--- config.mk ---
export PLATFORM = sky130hd
export DESIGN_NAME = ram_stream_reader
export DESIGN_NICKNAME = d
export VERILOG_FILES = /design/src/rtl/ram_stream_reader.sv
export SDC_FILE = /design/constraint.sdc
export NUM_CORES = 1
export LEC_CHECK = 0
export CAP_MARGIN = 20
export CELL_PAD_IN_SITES_DETAIL_PLACEMENT = 0
export CELL_PAD_IN_SITES_GLOBAL_PLACEMENT = 1
export CORE_MARGIN = 2
export CORE_UTILIZATION = 35
export CTS_CLUSTER_DIAMETER = 200
export DETAILED_ROUTE_END_ITERATION = 8
export PLACE_DENSITY = 0.84
export SETUP_SLACK_MARGIN = 0.2
export SYNTH_ARGS = -nofsm -noshare
export SYNTH_HDL_FRONTEND = slang
export SYNTH_SLANG_ARGS = --single-unit
export TNS_END_PERCENT = 50
--- constraint.sdc ---
create_clock -name CLKIN -period 3.9 [get_ports CLKIN]
set_input_delay 1.17 -clock CLKIN [delete_from_list [all_inputs] [get_ports CLKIN]]
set_output_delay 1.17 -clock CLKIN [all_outputs]
set_load 0.05 [all_outputs]
--- src/rtl/ram_stream_reader.sv ---
// Streaming read master for a registered-output block RAM read port.
// Reads LEN consecutive words starting at BASE and presents them in
// address order on a valid/ready stream. A 2-entry buffer hides the
// RAM's one-cycle read latency and absorbs downstream backpressure.
module ram_stream_reader #(
    parameter int unsigned ADDR_WIDTH = 8,
    parameter int unsigned DATA_WIDTH = 16
) (
    input  logic                  CLKIN,
    input  logic                  RESETN,
    input  logic                  START,
    input  logic [ADDR_WIDTH-1:0] BASE,
    input  logic [ADDR_WIDTH:0]   LEN,
    output logic [ADDR_WIDTH-1:0] RADDR,
    output logic                  RE,
    input  logic [DATA_WIDTH-1:0] RDATA,
    output logic [DATA_WIDTH-1:0] DOUT,
    output logic                  DVALID,
    input  logic                  DREADY,
    output logic                  BUSY,
    output logic                  DONE
);

    typedef enum logic [1:0] {StIdle, StRead, StDrain, StFin} state_e;

    state_e                state_q, state_d;
    logic [ADDR_WIDTH-1:0] raddr_q;
    logic [ADDR_WIDTH:0]   issue_rem_q;
    logic                  inflight_q;
    logic [1:0]            count_q;
    logic [DATA_WIDTH-1:0] buf0_q, buf1_q;

    logic                  pop;
    logic [2:0]            occ;
    logic                  last_issue;
    logic                  drain_empty;

    // Stream handshake is decided from registered occupancy, not from DVALID,
    // to keep the issue logic free of combinational feedback.
    assign pop = (count_q != 2'd0) & DREADY;

    // Words that will occupy the buffer after this edge, before any new issue.
    assign occ = {1'b0, count_q} + {2'b00, inflight_q} - {2'b00, pop};

    assign last_issue = (issue_rem_q == {{ADDR_WIDTH{1'b0}}, 1'b1});

    // Empty after this edge: nothing in flight and the buffer drains this cycle.
    assign drain_empty = !inflight_q &&
                         ((count_q == 2'd0) || ((count_q == 2'd1) && pop));

    // State register
    always_ff @(posedge CLKIN or negedge RESETN) begin
        if (!RESETN) begin
            state_q <= StIdle;
        end else begin
            state_q <= state_d;
        end
    end

    // Next-state logic
    always_comb begin
        state_d = state_q;
        case (state_q)
            StIdle: begin
                if (START) begin
                    state_d = (LEN == '0) ? StFin : StRead;
                end
            end
            StRead: begin
                if (RE && last_issue) begin
                    state_d = StDrain;
                end
            end
            StDrain: begin
                // Transition on the final handshake edge so DONE follows it directly.
                if (drain_empty) begin
                    state_d = StFin;
                end
            end
            StFin: begin
                state_d = StIdle;
            end
            default: begin
                state_d = StIdle;
            end
        endcase
    end

    // Outputs decoded from registered state
    always_comb begin
        RE     = (state_q == StRead) && (issue_rem_q != '0) && (occ < 3'd2);
        RADDR  = raddr_q;
        DOUT   = buf0_q;
        DVALID = (count_q != 2'd0);
        BUSY   = (state_q != StIdle);
        DONE   = (state_q == StFin);
    end

    // Read address and issue counter
    always_ff @(posedge CLKIN or negedge RESETN) begin
        if (!RESETN) begin
            raddr_q     <= '0;
            issue_rem_q <= '0;
        end else if ((state_q == StIdle) && START) begin
            raddr_q     <= BASE;
            issue_rem_q <= LEN;
        end else if (RE) begin
            raddr_q     <= raddr_q + {{(ADDR_WIDTH-1){1'b0}}, 1'b1};
            issue_rem_q <= issue_rem_q - {{ADDR_WIDTH{1'b0}}, 1'b1};
        end
    end

    // Read-data capture into the 2-entry FIFO; buf0_q is always the head
    always_ff @(posedge CLKIN or negedge RESETN) begin
        if (!RESETN) begin
            inflight_q <= 1'b0;
            count_q    <= 2'd0;
            buf0_q     <= '0;
            buf1_q     <= '0;
        end else begin
            inflight_q <= RE;
            case ({inflight_q, pop})
                2'b10: begin
                    if (count_q == 2'd0) begin
                        buf0_q <= RDATA;
                    end else begin
                        buf1_q <= RDATA;
                    end
                    count_q <= count_q + 2'd1;
                end
                2'b01: begin
                    buf0_q  <= buf1_q;
                    count_q <= count_q - 2'd1;
                end
                2'b11: begin
                    if (count_q == 2'd1) begin
                        buf0_q <= RDATA;
                    end else begin
                        buf0_q <= buf1_q;
                        buf1_q <= RDATA;
                    end
                end
                default: begin
                end
            endcase
        end
    end

endmodule

* Yosys cells after proc, flatten, opt, wreduce, memory -nomap -nowiden *
Cells that the tools add are included.

storage, ports and cells
  register bits after elaboration = 54
  input port bits = 37
  output and inout port bits = 28
  logic and storage cells = 66

cells by class
  $add $sub $neg = 6
  order comparisons = 1
  equality and inequality tests = 14
  mux-type cells = 16
  bitwise logic cells = 1
  reductions and logical operators = 21

operator list
  operator               number
  $mux W16               4
  $pmux W16 S3           1
  $pmux W16 S2           1
  $mux W9                2
  $mux W8                2
  $ne A2 B2 Y1 const B   6
  $reduce_bool A2 Y1     5
  $eq A9 B1 Y1 const B   1
  $logic_not A9 Y1       1
  $reduce_bool A9 Y1     1
  $sub A9 B1 Y9 const B  1
  $add A8 B1 Y8 const B  1
  $eq A2 B2 Y1 const B   4
  $mux W2                4
  $pmux W2 S4            1
  $eq A2 B1 Y1 const B   3
  $logic_and A1 B1 Y1    6
  $reduce_and A3 Y1      2
  $logic_not A2 Y1       2
  $pmux W2 S2            1
  $add A2 B1 Y3          1
  $lt A3 B2 Y1 const B   1
  $reduce_bool A3 Y1     1
  $sub A3 B1 Y3          1
  other kinds (6)        6

* Logic depth before layout (Yosys ltp) *
Gate-level depths: netlist of the first run.

  depth in word-level cells = 8
  depth in mapped cells = 11

* Least setup slack after synthesis of the first run *
Ideal clock, no wire load.

  kind = input to output
  from = in DREADY
  to = out RE
  data arrival time = 3.272 ns
  required time = 2.730 ns
  path slack = -0.542 ns
  cell stages on the path = 8
  cell sequence = nand2b_1 > nor2_1 > o21ai_0 > fa_1 > xnor2_1 > nand3_1 > clkbuf_1 > nor2_1

between the ends
  cells in the longest elaborated chain, start to end = 4

RTL lines
  what                 RTL line  source
  start: declaration   19        input logic DREADY,
  $and A1 B1 Y1        40        assign pop = (count_q != 2'd0) & DREADY;
  $sub A3 B1 Y3        43        assign occ = {1'b0, count_q} + {2'b00, inflight_q} - {2'b00, pop};
  $lt A3 B2 Y1         91        RE = (state_q == StRead) && (issue_rem_q != '0) && (occ < 3'd2);
  $logic_and A1 B1 Y1  91
  end: declaration     15        output logic RE,

No other way between the ends.

* Worst setup path after layout of the first run *
Same ends and word-level chain as after synthesis.

==> run_results.csv, run 1 <==
group,metric,value,unit
status,outcome,"completed",
route,via_per_inst,5.09,
timing,skew,0.00872,ns
synthesis,syn_area,0.00288,mm^2
hold_path,hp-class,"register to register",
grt,top_usage_layer,"met2",
critical_path,crit_required,2.73,ns
timing,tightest_slew,0.730,ns
synthesis,synth.top_cell.area_share,47.0,%
grt,grt_max_degree,33,
grt,grt_pass1_vias,2343,
clock_tree,hold_buffers,0,
place,placed_cells,452,
grt,antenna_found_initial,0,
die,core_region_area,0.00809,mm^2
grt,grt_usage,15.5,%
synthesis,ys_ff_latch,54,
timing,final_max_slew_viol_count,0,
synthesis,yosys_warnings,0,
critical_path,crit_arrival,2.55,ns
clock_tree,cts_inserted_buffers,5,
synthesis,synth_nets,331,
finish,fin_nets,407,
place,port_buffers,64,
finish,mostFrequentLayoutCells,"clkdlybuf4s50_1 (61), dfrtp_1 (53), nand2_1 (28)",
route,first_pass_iters,4,
place,gp_congestion,0.812,
timing,setup_tns,0,ns
route,drt_iter0_drc,104,
timing,setup_viol,0,
finish,num_antenna_cells,0,
pwr,p_leak,0.00166,uW
route,drt_wl_total,6.73,mm
timing,hold_ws,0.490,ns
die,row_count,33,
critical_path,crit_path_start_kind,"input pin",
flow_run,drv_cap,0,
synthesis,synth_cell_type_count,40,
grt,grt-ovfl-total,0,
die,dieArea,0.00896,mm^2
timing,grt_setup_unrepaired,"true",
die,die_y,94.6,um
route,final_antenna_net_count,0,
die,dieWidth,94.6,um
place,hpwl,4.85,mm
critical_path,end_kind,"output pin",
timing,fmax,269,MHz
grt,use_met2,26.5,%
timing,fin_crit_sh,95.5,%
route,drcViolationCount,0,
grt,gr-usage-met1,20.2,%
clock_tree,cts.path.max_buffers,2,
synthesis,yosysTopAreaCell,"dfrtp_1",
synthesis,postSynthAreaPerCell,10.2,um^2
die,pin_count,65,
hold_path,min-delay-start,"DOUT[2]$_DFFE_PN0P_",
critical_path,crit_fanout,3,
clock_tree,cts_sinks,54,
pwr,powerDensity,865,mW/mm^2
grt,grt_util_met3,3.27,%
timing,hold_violations,0,
clock_tree,worst_skew_pair.late_latency,0.31,ns
grt,grt_pass1_wl,11.0,mm
synthesis,synth.area.top_cells,"dfrtp_1 (47%), mux2i_1 (7.0%), mux2_2 (6.3%)",
clock_tree,htree_levels,2,
critical_path,crit_type,"input pin to output pin",
timing,slew_headroom,51.4,%
finish,drive_gt1_share,17.5,%
clock_tree,clk_pin_slew,0.10,ns
synthesis,ys_seq_area_share,47.0,%
route,vias,2363,
critical_path,reg2reg_from,"count_q[0]$_DFFE_PN0P_",
finish,n_fill_cell,780,
die,start_util,35.5,%
route,wl_per_cell,14.5,um
pwr,max-vdd-ir-drop,414,uV
synthesis,syn_inst,282,
timing,fin_crit,3.72,ns
clock_tree,cts_tree,"yes",
clock_tree,cts_root_buf,"clkbuf_8",
critical_path,startpoint,"DREADY",
finish,final_common_cell,"clkdlybuf4s50_1",
finish,layoutNonFillerInstCount,464,
finish,area_growth,35.8,%
## power by group
part / switching, uW / internal [uW]
registers: 221 / 833
clock network: 198 / 195
logic: 1130 / 802
## stage by stage
stage          utilization (%)  setup slack (ns)  instance area (um^2)  total power, uW
2_1_floorplan                -            0.0985                  2920             2330
3_3_place_gp              46.2            -0.314                  3730             2910
3_5_place_dp              46.2            -0.330                  3730             2960
4_1_cts                   48.0             0.141                  3880             3380
5_1_grt                   48.2            0.0962                  3900             3610
6_report                  48.2             0.176                  3900             3380
## synth_stat cells
cell type / n
nand2_1: 28
o21ai_0: 24
nand3b_1: 2
a2bb2oi_1: 1
inv_1: 12
buf_4: 3
or4_1: 7
nor2_1: 26
nand4b_1: 2
a41oi_1: 1
nor4_4: 1
mux2i_1: 20
ha_1: 11
or3b_2: 1
a41o_1: 1
xor2_1: 1
nand4_1: 4
nor4_1: 2
and2_1: 2
a31oi_1: 15
o31ai_1: 7
dfrtp_1: 54
a31o_2: 1
mux2_2: 16
or3_1: 4
nor2b_1: 2
and4b_1: 1
xnor2_1: 2
nor4b_2: 1
nor3_1: 3
a21oi_1: 5
fa_1: 1
nor3_2: 1
a211oi_1: 1
a21bo_2: 1
clkbuf_1: 9
nand2b_1: 1
or3_4: 1
o211ai_1: 2
nand3_1: 5
## cell type report
class / instances / area, um^2 / share of cell area (%)
clock buffers: 5 / 68.8 / 1.76
well taps: 105 / 131 / 3.37
clock inverters: 3 / 47.5 / 1.22
repair buffers: 81 / 778 / 19.9
flip-flops and latches: 54 / 1350 / 34.6
inverters: 12 / 45.0 / 1.15
multi-input cells: 204 / 1480 / 37.9
## worst max-delay path, cell delays in order
cell     delay [ns]
buf_8          0.10
nor2b_4        0.13
nor2_4         0.09
o21ai_2        0.06
fa_2           0.38
xnor2_2        0.21
nand3_2        0.13
nor2_4         0.14
buf_12         0.15
## layer usage
| layer | wire, um | vias up | share of wire [%] |
|---|---|---|---|
| li1 | - | 1169 | - |
| met2 | 3190 | 54 | 47 |
| met3 | 347 | 8 | 5.2 |
| met1 | 3100 | 1132 | 46 |
| met4 | 95 | 0 | 1.4 |
| met5 | 0 | - | 0 |
## registers in the layout (all words and copies together) (netlist names)
| signal | flops |
|---|---|
| DOUT | 16 |
| RADDR | 8 |
| buf1_q | 16 |
| count_q | 2 |
| inflight_q | 1 |
| issue_rem_q | 9 |
| state_q | 2 |
## final timing paths
| check | cells past startpoint | slack, ns | end |
|---|---|---|---|
| hold / removal | 2 | 0.49 | DOUT[2]$_DFFE_PN0P_ |
| min in group asynchronous | 1 | 0.90 | buf1_q[10]$_DFFE_PN0P_ |
| max in group asynchronous | 2 | 2.18 | buf1_q[15]$_DFFE_PN0P_ |
| setup / recovery | 9 | 0.18 | RE |
| hold reg to reg | 2 | 0.49 | DOUT[2]$_DFFE_PN0P_ |
| setup reg to reg | 12 | 0.75 | RADDR[5]$_DFFE_PN0P_ |
## logic make-up after synthesis
logic type                 share of synthesized area, %
AOI/OAI and AO/OA                                  12.5
buffers and inverters                              3.52
adders and majority gates                          5.48
and+or+nand+nor                                    17.3
muxes                                              13.2
DFF                                                47.0
xor gates and xnor gates                          0.914
## repair_timing
item,4_1_cts,5_1_grt
pin swaps,6,3
gates resized for setup,10,2
setup endpoints to repair,1,1
buffers inserted,2,2
endpoints found under the hold margin,0,0
Note: power is estimated with default switching activity, not from simulation.
==> run 2, diff against run 1 <==
--- a/config.mk
+++ b/config.mk
@@ -12,6 +12,7 @@
 export CORE_UTILIZATION = 35
 export CTS_CLUSTER_DIAMETER = 200
 export DETAILED_ROUTE_END_ITERATION = 8
+export MAX_ROUTING_LAYER = met4
 export PLACE_DENSITY = 0.84
 export SETUP_SLACK_MARGIN = 0.2
 export SYNTH_ARGS = -nofsm -noshare
==> results of run 2 <==
Final layout, timing and power as in run 1 (identical DEF).
Among the figures that moved: final weighted congestion in routability-driven placement 0.812 -> 0.824; overall routing resource usage 15.5% -> 16.0%
==> run 3, diff against run 2 <==
--- a/config.mk
+++ b/config.mk
@@ -12,9 +12,10 @@
 export CORE_UTILIZATION = 35
 export CTS_CLUSTER_DIAMETER = 200
 export DETAILED_ROUTE_END_ITERATION = 8
+export HOLD_SLACK_MARGIN = 0.05
 export MAX_ROUTING_LAYER = met4
 export PLACE_DENSITY = 0.84
-export SETUP_SLACK_MARGIN = 0.2
+export SETUP_SLACK_MARGIN = 0.5
 export SYNTH_ARGS = -nofsm -noshare
 export SYNTH_HDL_FRONTEND = slang
 export SYNTH_SLANG_ARGS = --single-unit
==> results of run 3 <==
Final layout, timing and power as in run 1 (identical DEF).
Among the figures that moved: final weighted congestion in routability-driven placement 0.812 -> 0.824; overall routing resource usage 15.5% -> 16.0%
